[config.mk]
export PLATFORM = sky130hd
export DESIGN_NAME = byte_deserializer
export DESIGN_NICKNAME = d
export VERILOG_FILES = /design/src/rtl/byte_deserializer.sv
export SDC_FILE = /design/constraint.sdc
export NUM_CORES = 1
export LEC_CHECK = 0
export BUFFER_PORTS_ARGS = -buffer_cell sky130_fd_sc_hd__buf_2
export CORE_AREA = 2 2 44 46
export DETAILED_ROUTE_END_ITERATION = 6
export DIE_AREA = 0 0 46 48
export PLACE_DENSITY = 0.72
export SLEW_MARGIN = 15
export SYNTH_ARGS = -nofsm -noshare
export SYNTH_HDL_FRONTEND = slang
export SYNTH_SLANG_ARGS = --single-unit
[constraint.sdc]
create_clock -name clk -period 1.9 [get_ports clk]
set_input_delay 0.095 -clock clk [delete_from_list [all_inputs] [get_ports clk]]
set_output_delay 0.095 -clock clk [all_outputs]
set_load 0.01 [all_outputs]
[src/rtl/byte_deserializer.sv]
// ============================================================================
// Module   : byte_deserializer
// Purpose  : 1-bit serial to 8-bit parallel converter with a single-entry
//            valid/ready output register and a sticky overflow flag.
// Revision : 1.0
// ============================================================================
`default_nettype none

module byte_deserializer #(
    parameter bit MSB_FIRST = 1'b1
) (
    input  logic       clk,
    input  logic       rst,
    input  logic       bit_in,
    input  logic       bit_valid,
    input  logic       frame_start,
    output logic [7:0] byte_out,
    output logic       byte_valid,
    input  logic       byte_ready,
    input  logic       ovf_clr,
    output logic       overflow,
    output logic [2:0] bit_cnt
);

    typedef enum logic [0:0] {
        S_EMPTY = 1'b0,
        S_FULL  = 1'b1
    } state_t;

    state_t     state_q, state_d;
    logic [7:0] sr_q, sr_d;
    logic [2:0] cnt_q, cnt_d;
    logic [7:0] out_q, out_d;
    logic       ovf_q, ovf_d;

    logic [7:0] w_base;
    logic [7:0] w_shifted;
    logic       w_complete;
    logic       w_ovf_set;

    always_ff @(posedge clk) begin
        if (rst) begin
            state_q <= S_EMPTY;
            sr_q    <= 8'h00;
            cnt_q   <= 3'd0;
            out_q   <= 8'h00;
            ovf_q   <= 1'b0;
        end else begin
            state_q <= state_d;
            sr_q    <= sr_d;
            cnt_q   <= cnt_d;
            out_q   <= out_d;
            ovf_q   <= ovf_d;
        end
    end

    // A resync starts the new byte from a clean shift register.
    always_comb begin
        sr_d       = sr_q;
        cnt_d      = cnt_q;
        w_complete = 1'b0;
        w_base     = frame_start ? 8'h00 : sr_q;
        w_shifted  = MSB_FIRST ? {w_base[6:0], bit_in} : {bit_in, w_base[7:1]};
        if (bit_valid) begin
            sr_d = w_shifted;
            if (frame_start) begin
                cnt_d = 3'd1;
            end else begin
                cnt_d      = cnt_q + 3'd1;
                w_complete = (cnt_q == 3'd7);
            end
        end else if (frame_start) begin
            sr_d  = 8'h00;
            cnt_d = 3'd0;
        end
    end

    always_comb begin
        state_d   = state_q;
        out_d     = out_q;
        w_ovf_set = 1'b0;
        case (state_q)
            S_EMPTY: begin
                if (w_complete) begin
                    out_d   = w_shifted;
                    state_d = S_FULL;
                end
            end
            S_FULL: begin
                if (byte_ready) begin
                    if (w_complete) begin
                        out_d = w_shifted;
                    end else begin
                        state_d = S_EMPTY;
                    end
                end else if (w_complete) begin
                    w_ovf_set = 1'b1;
                end
            end
            default: state_d = S_EMPTY;
        endcase
        ovf_d = w_ovf_set | (ovf_q & ~ovf_clr);
    end

    assign byte_out   = out_q;
    assign byte_valid = (state_q == S_FULL);
    assign overflow   = ovf_q;
    assign bit_cnt    = cnt_q;

endmodule

`default_nettype wire
# --- After elaboration in Yosys (flattened, before gate mapping) ---
# Cells that the tools add are included.
word_totals:
  register_bits: 20
  elab_cells: 28
  out_inout_bits: 13
op_classes:
  muxes: 15
  add_sub_neg: 1
  eq_ne: 2
  reduce_logical: 1
  n_bitwise: 4
ops:
  columns: ["operator", "n"]
  rows:
  - ["2-to-1 mux 8 bit", 2]
  - ["case mux 8 bit (2 select lines)", 1]
  - ["2-to-1 mux 7 bit", 2]
  - ["2-to-1 mux 3 bit", 3]
  - ["2-to-1 mux 1 bit", 6]
  - ["adder 3 x 1 -> 3 bit, second input constant", 1]
  - ["== test 3 bit, second input constant", 1]
  - ["!= test 2 bit, second input constant", 1]
  - ["NOT 1 bit", 2]
  - ["case mux 1 bit (2 select lines)", 1]
  - ["nonzero test 2 bit", 1]
  - ["AND 1 bit", 1]
  - ["OR 1 bit", 1]

# --- Logic depth before layout (Yosys ltp) ---
depth:
  ltp_word: 7
  ltp_mapped: 6
  mapped_depth_nobuf: 5

# --- Worst setup path before layout ---
# No wires, ideal clock.
synth_path:
  kind: "reg2reg"
  startpoint: "reg cnt_q[0], in the netlist bit_cnt[0]"
  endpoint: "reg ovf_q, in the netlist overflow"
  setup_ns: 0.128
  arrival_time_ns: 1.217
  slack_ns: 0.555
  path_stages_with_launch: 7
  period_less_slack_ns: 1.345
  n_path_buf: 1
  path_cell_list: "dfxtp_1 -> ha_1 -> ha_1 -> and3b_1 -> buf_4 -> a21oi_1 -> nor2_1"
synth_between:
  elab_chain_cells: 7
synth_lines:
  columns: ["element", "line", "source"]
  rows:
  - ["start: declaration", "32", "logic [2:0] cnt_q, cnt_d;"]
  - ["start signal: assignment", "51", "cnt_q <= cnt_d;"]
  - ["== test 3 bit", "70", "w_complete = (cnt_q == 3'd7);"]
  - ["2-to-1 mux 1 bit", "66", "if (frame_start) begin"]
  - ["2-to-1 mux 1 bit", "64", "if (bit_valid) begin"]
  - ["2-to-1 mux 1 bit", "96", "end else if (w_complete) begin"]
  - ["2-to-1 mux 1 bit", "90", "if (byte_ready) begin"]
  - ["2-to-1 mux 1 bit", "82", "case (state_q)"]
  - ["OR 1 bit", "102", "ovf_d = w_ovf_set | (ovf_q & ~ovf_clr);"]
  - ["end signal: assignment", "53", "ovf_q <= ovf_d;"]
  - ["end: declaration", "34", "logic ovf_q, ovf_d;"]
# No other way between the ends.
# A chain may end at the register's enable or synchronous reset.

# --- Worst setup path in the final report ---
layout_path:
  startpoint: "reg cnt_q[0], in the netlist bit_cnt[0]"
  endpoint: "reg out_q[2], in the netlist byte_out[2]"
layout_between:
  elab_chain_cells: 6
layout_lines:
  columns: ["element", "line", "source"]
  rows:
  - ["== test 3 bit (*)", "70", null]
  - ["2-to-1 mux 1 bit (*)", "66", null]
  - ["2-to-1 mux 1 bit (*)", "64", null]
  - ["2-to-1 mux 8 bit (*)", null, null]
  - ["2-to-1 mux 8 bit", null, null]
  - ["case mux 8 bit (2 select lines) (*)", null, null]
  - ["end signal: assignment", "52", "out_q <= out_d;"]
  - ["end: declaration", "33", "logic [7:0] out_q, out_d;"]
# Every way passes the cells marked *; elsewhere a longest branch is shown, timed or not. The select of a mux whose other input is x is not followed.

==> qor.csv <==
metric,value,unit
status,"complete, no violations",
DR WL/cell,12.2,µm
Fin Setup TNS,0,ps
post-synthesis sequential area ratio,49.0,%
clock transition at the registers of the reported paths,100,ps
worst path cell trace,ha_1 -> ha_1 -> and3b_1 -> nand4b_1 -> a21oi_1,
global-route wire length before repair,2200,µm
die width,46,µm
Slew headroom,77.5,%
Inserted Diodes,0,
peak per-stage delay on the critical path,360,ps
CTS Buf Count,3,
Final period util,74.4,%
Clock Skews,1.44,ps
Critical-path top delay cell,dfxtp_1,
final wirelength,1420,µm
combinational power share,6.2,%
Pint,515,µW
Synth Instances,83,
RSZ-0062 raised after global routing,no,
Max Clk Rate,0.707,GHz
Worst path most repeated cell,ha_1,
Final #Nets,110,
# Max-Cap Violations,0,
Post-DP HPWL,1020,µm
CP Data Required Time,2130,ps
Initial Utilization,48.4,%
Worst Max-Slew Pin Slew,338,ps
CTS H-Tree Depth,1,
"Slew Viols, Final",0,
Tot GR Track Use,14.4,%
Crit Path Max Fanout,9,
CP top delay family,simple AND/OR/NAND/NOR gates,
Synth Register Bits,20,
Skew-Pair Late Insertion Delay,290,ps
Routed Antenna Nets,0,
CP Capture Type,flop,
ranking of synthesized cells by area,"dfxtp_1 (49%), mux2i_1 (9.8%), nand4b_1 (7.5%)",
largest net degree at the start of global routing,14,
initial antenna violation count,0,
setup bufs post-CTS,0,
Synth Net Count,92,
die area,2210,µm²
register share of total power,65.1,%
layout cells sized above 1,24.2,%
DRC Markers,0,
Clk pwr share,28.7,%
Vias/cell,5.33,
# IOs,20,
pwr dens,707,nW/µm²
CTS Hold Bufs,0,
crit path DAT,1640,ps
post-synth top area share,49.0,%
worst hold-check path type,input pin to flop,
Hold Fails Final Rpt,0,
Crit Path Class,flop to flop,
sw frac,21.2,%
Yosys warnings,0,
Clock Path Buffers,2,
Synth area leader,dfxtp_1,
Vias,618,
Layout area overhead,13.2,%
P_sw,139,µW
"Setup violations, final",0,
CTS tree,built,
clock sinks,20,
final critical-path required period,1410,ps
First DRT Iteration DRCs,3,
Core Area,1690,µm²
chip height,48,µm
Mapped Area,817,µm²
number of global-route vias before repair,542,
First-pass DRT Iterations,4,
Synth cell types,20,
Mean Syn Cell Area,9.84,µm²
Max VDD drop,0.000503,V
cell row count,15,
port bufs,19,
Util after Layout,54.7,%
routability cong.,0.776,
GRT overflow,0,
Resize count post-CTS,0,
CTS Root Cell,clkbuf_4,
critical path launch point type,flop,
Leak,0.000417,µW
Bufs and invs on worst path,0,
layer usage:
| metal | track usage [%] | part of all wire (%) |
|---|---|---|
| met1 | 17.4 | 52 |
| met5 | 0 | 0 |
| met4 | 10.3 | 0.85 |
| met2 | 22.5 | 44 |
| met3 | 3.40 | 3.7 |
synth_stat cells (all sizes together):
| cell | n |
|---|---|
| nand3 | 1 |
| nand4b | 7 |
| dfxtp | 20 |
| o21ai | 8 |
| nor2b | 2 |
| nor2 | 11 |
| xnor2 | 1 |
| nand3b | 1 |
| a21oi | 11 |
| and2b | 1 |
| nor3b | 1 |
| nand2b | 1 |
| buf | 3 |
| ha | 2 |
| or2 | 1 |
| mux2i | 8 |
| and3b | 1 |
| clkbuf | 3 |
placed cells by master (no fill, tap or decap):
cell type	count
nor2b_1	2
nand2b_1	1
nand3b_4	1
mux2i_1	8
nand3_1	1
buf_2	19
o21ai_1	7
nor2_1	11
or2_2	1
dfxtp_1	20
clkbuf_4	3
a21oi_1	11
and3b_1	1
nor3b_1	1
nand4b_1	7
and2b_1	1
xnor2_1	1
ha_1	2
o21ai_0	1
power by group through the flow:
stage	registers, µW	logic (µW)	clock network [µW]
3_5_place_dp	435	40.8	0
2_1_floorplan	436	27.9	0
5_1_grt	426	44.6	209
6_report	425	40.6	188
4_1_cts	426	41.3	198
3_3_place_gp	435	40.6	0
stage by stage:
step                hold WS (ps)  total power, µW  cells  area, µm²  worst slack, ps
floorplan                    164              464     83        817              555
global placement             342              475    113        902              532
detailed placement           358              476    113        902              496
CTS                         45.9              664    116        925              468
global route                63.5              680    116        925              337
finish                      53.5              654    116        925              487
logic make-up after synthesis:
logic type      count (synthesis)  share of synthesized area (%)
simple gates                   27                           21.6
xor+xnor                        1                           1.07
compound gates                 19                           11.6
mux                             8                           9.80
buf+inv                         6                           3.83
flops                          20                           49.0
fa+ha+maj                       2                           3.06
worst reg2reg max path, delay by kind of cell (launching register included):
family | cells | cell delay (ps)
AND/OR/NAND/NOR | 2 | 480
flip-flops | 1 | 360
adder cells (fa/ha/maj) | 2 | 360
AO/OA/AOI/OAI | 1 | 150
registers in the layout (all words and copies together) (netlist names):
name        count
byte_out        8
sr_q            7
bit_cnt         3
byte_valid      1
overflow        1
cell type report:
class	instances	area (µm²)
flip-flops and latches	20	400
fillers	169	764
repair buffers	19	95.1
well taps	17	21.3
clock buffers	3	22.5
multi-input cells	57	385
worst paths after layout:
kind / start / to / slack, ps / cells after the start
worst min-delay path: bit_in / sr_q[0] / 50 / 3
worst max-delay path: bit_cnt[0] / byte_out[2] / 490 / 5
worst min register to register: byte_out[4] / byte_out[4] / 480 / 2
worst max register to register: bit_cnt[0] / byte_out[2] / 490 / 5
(Power assumes the default switching activity.)
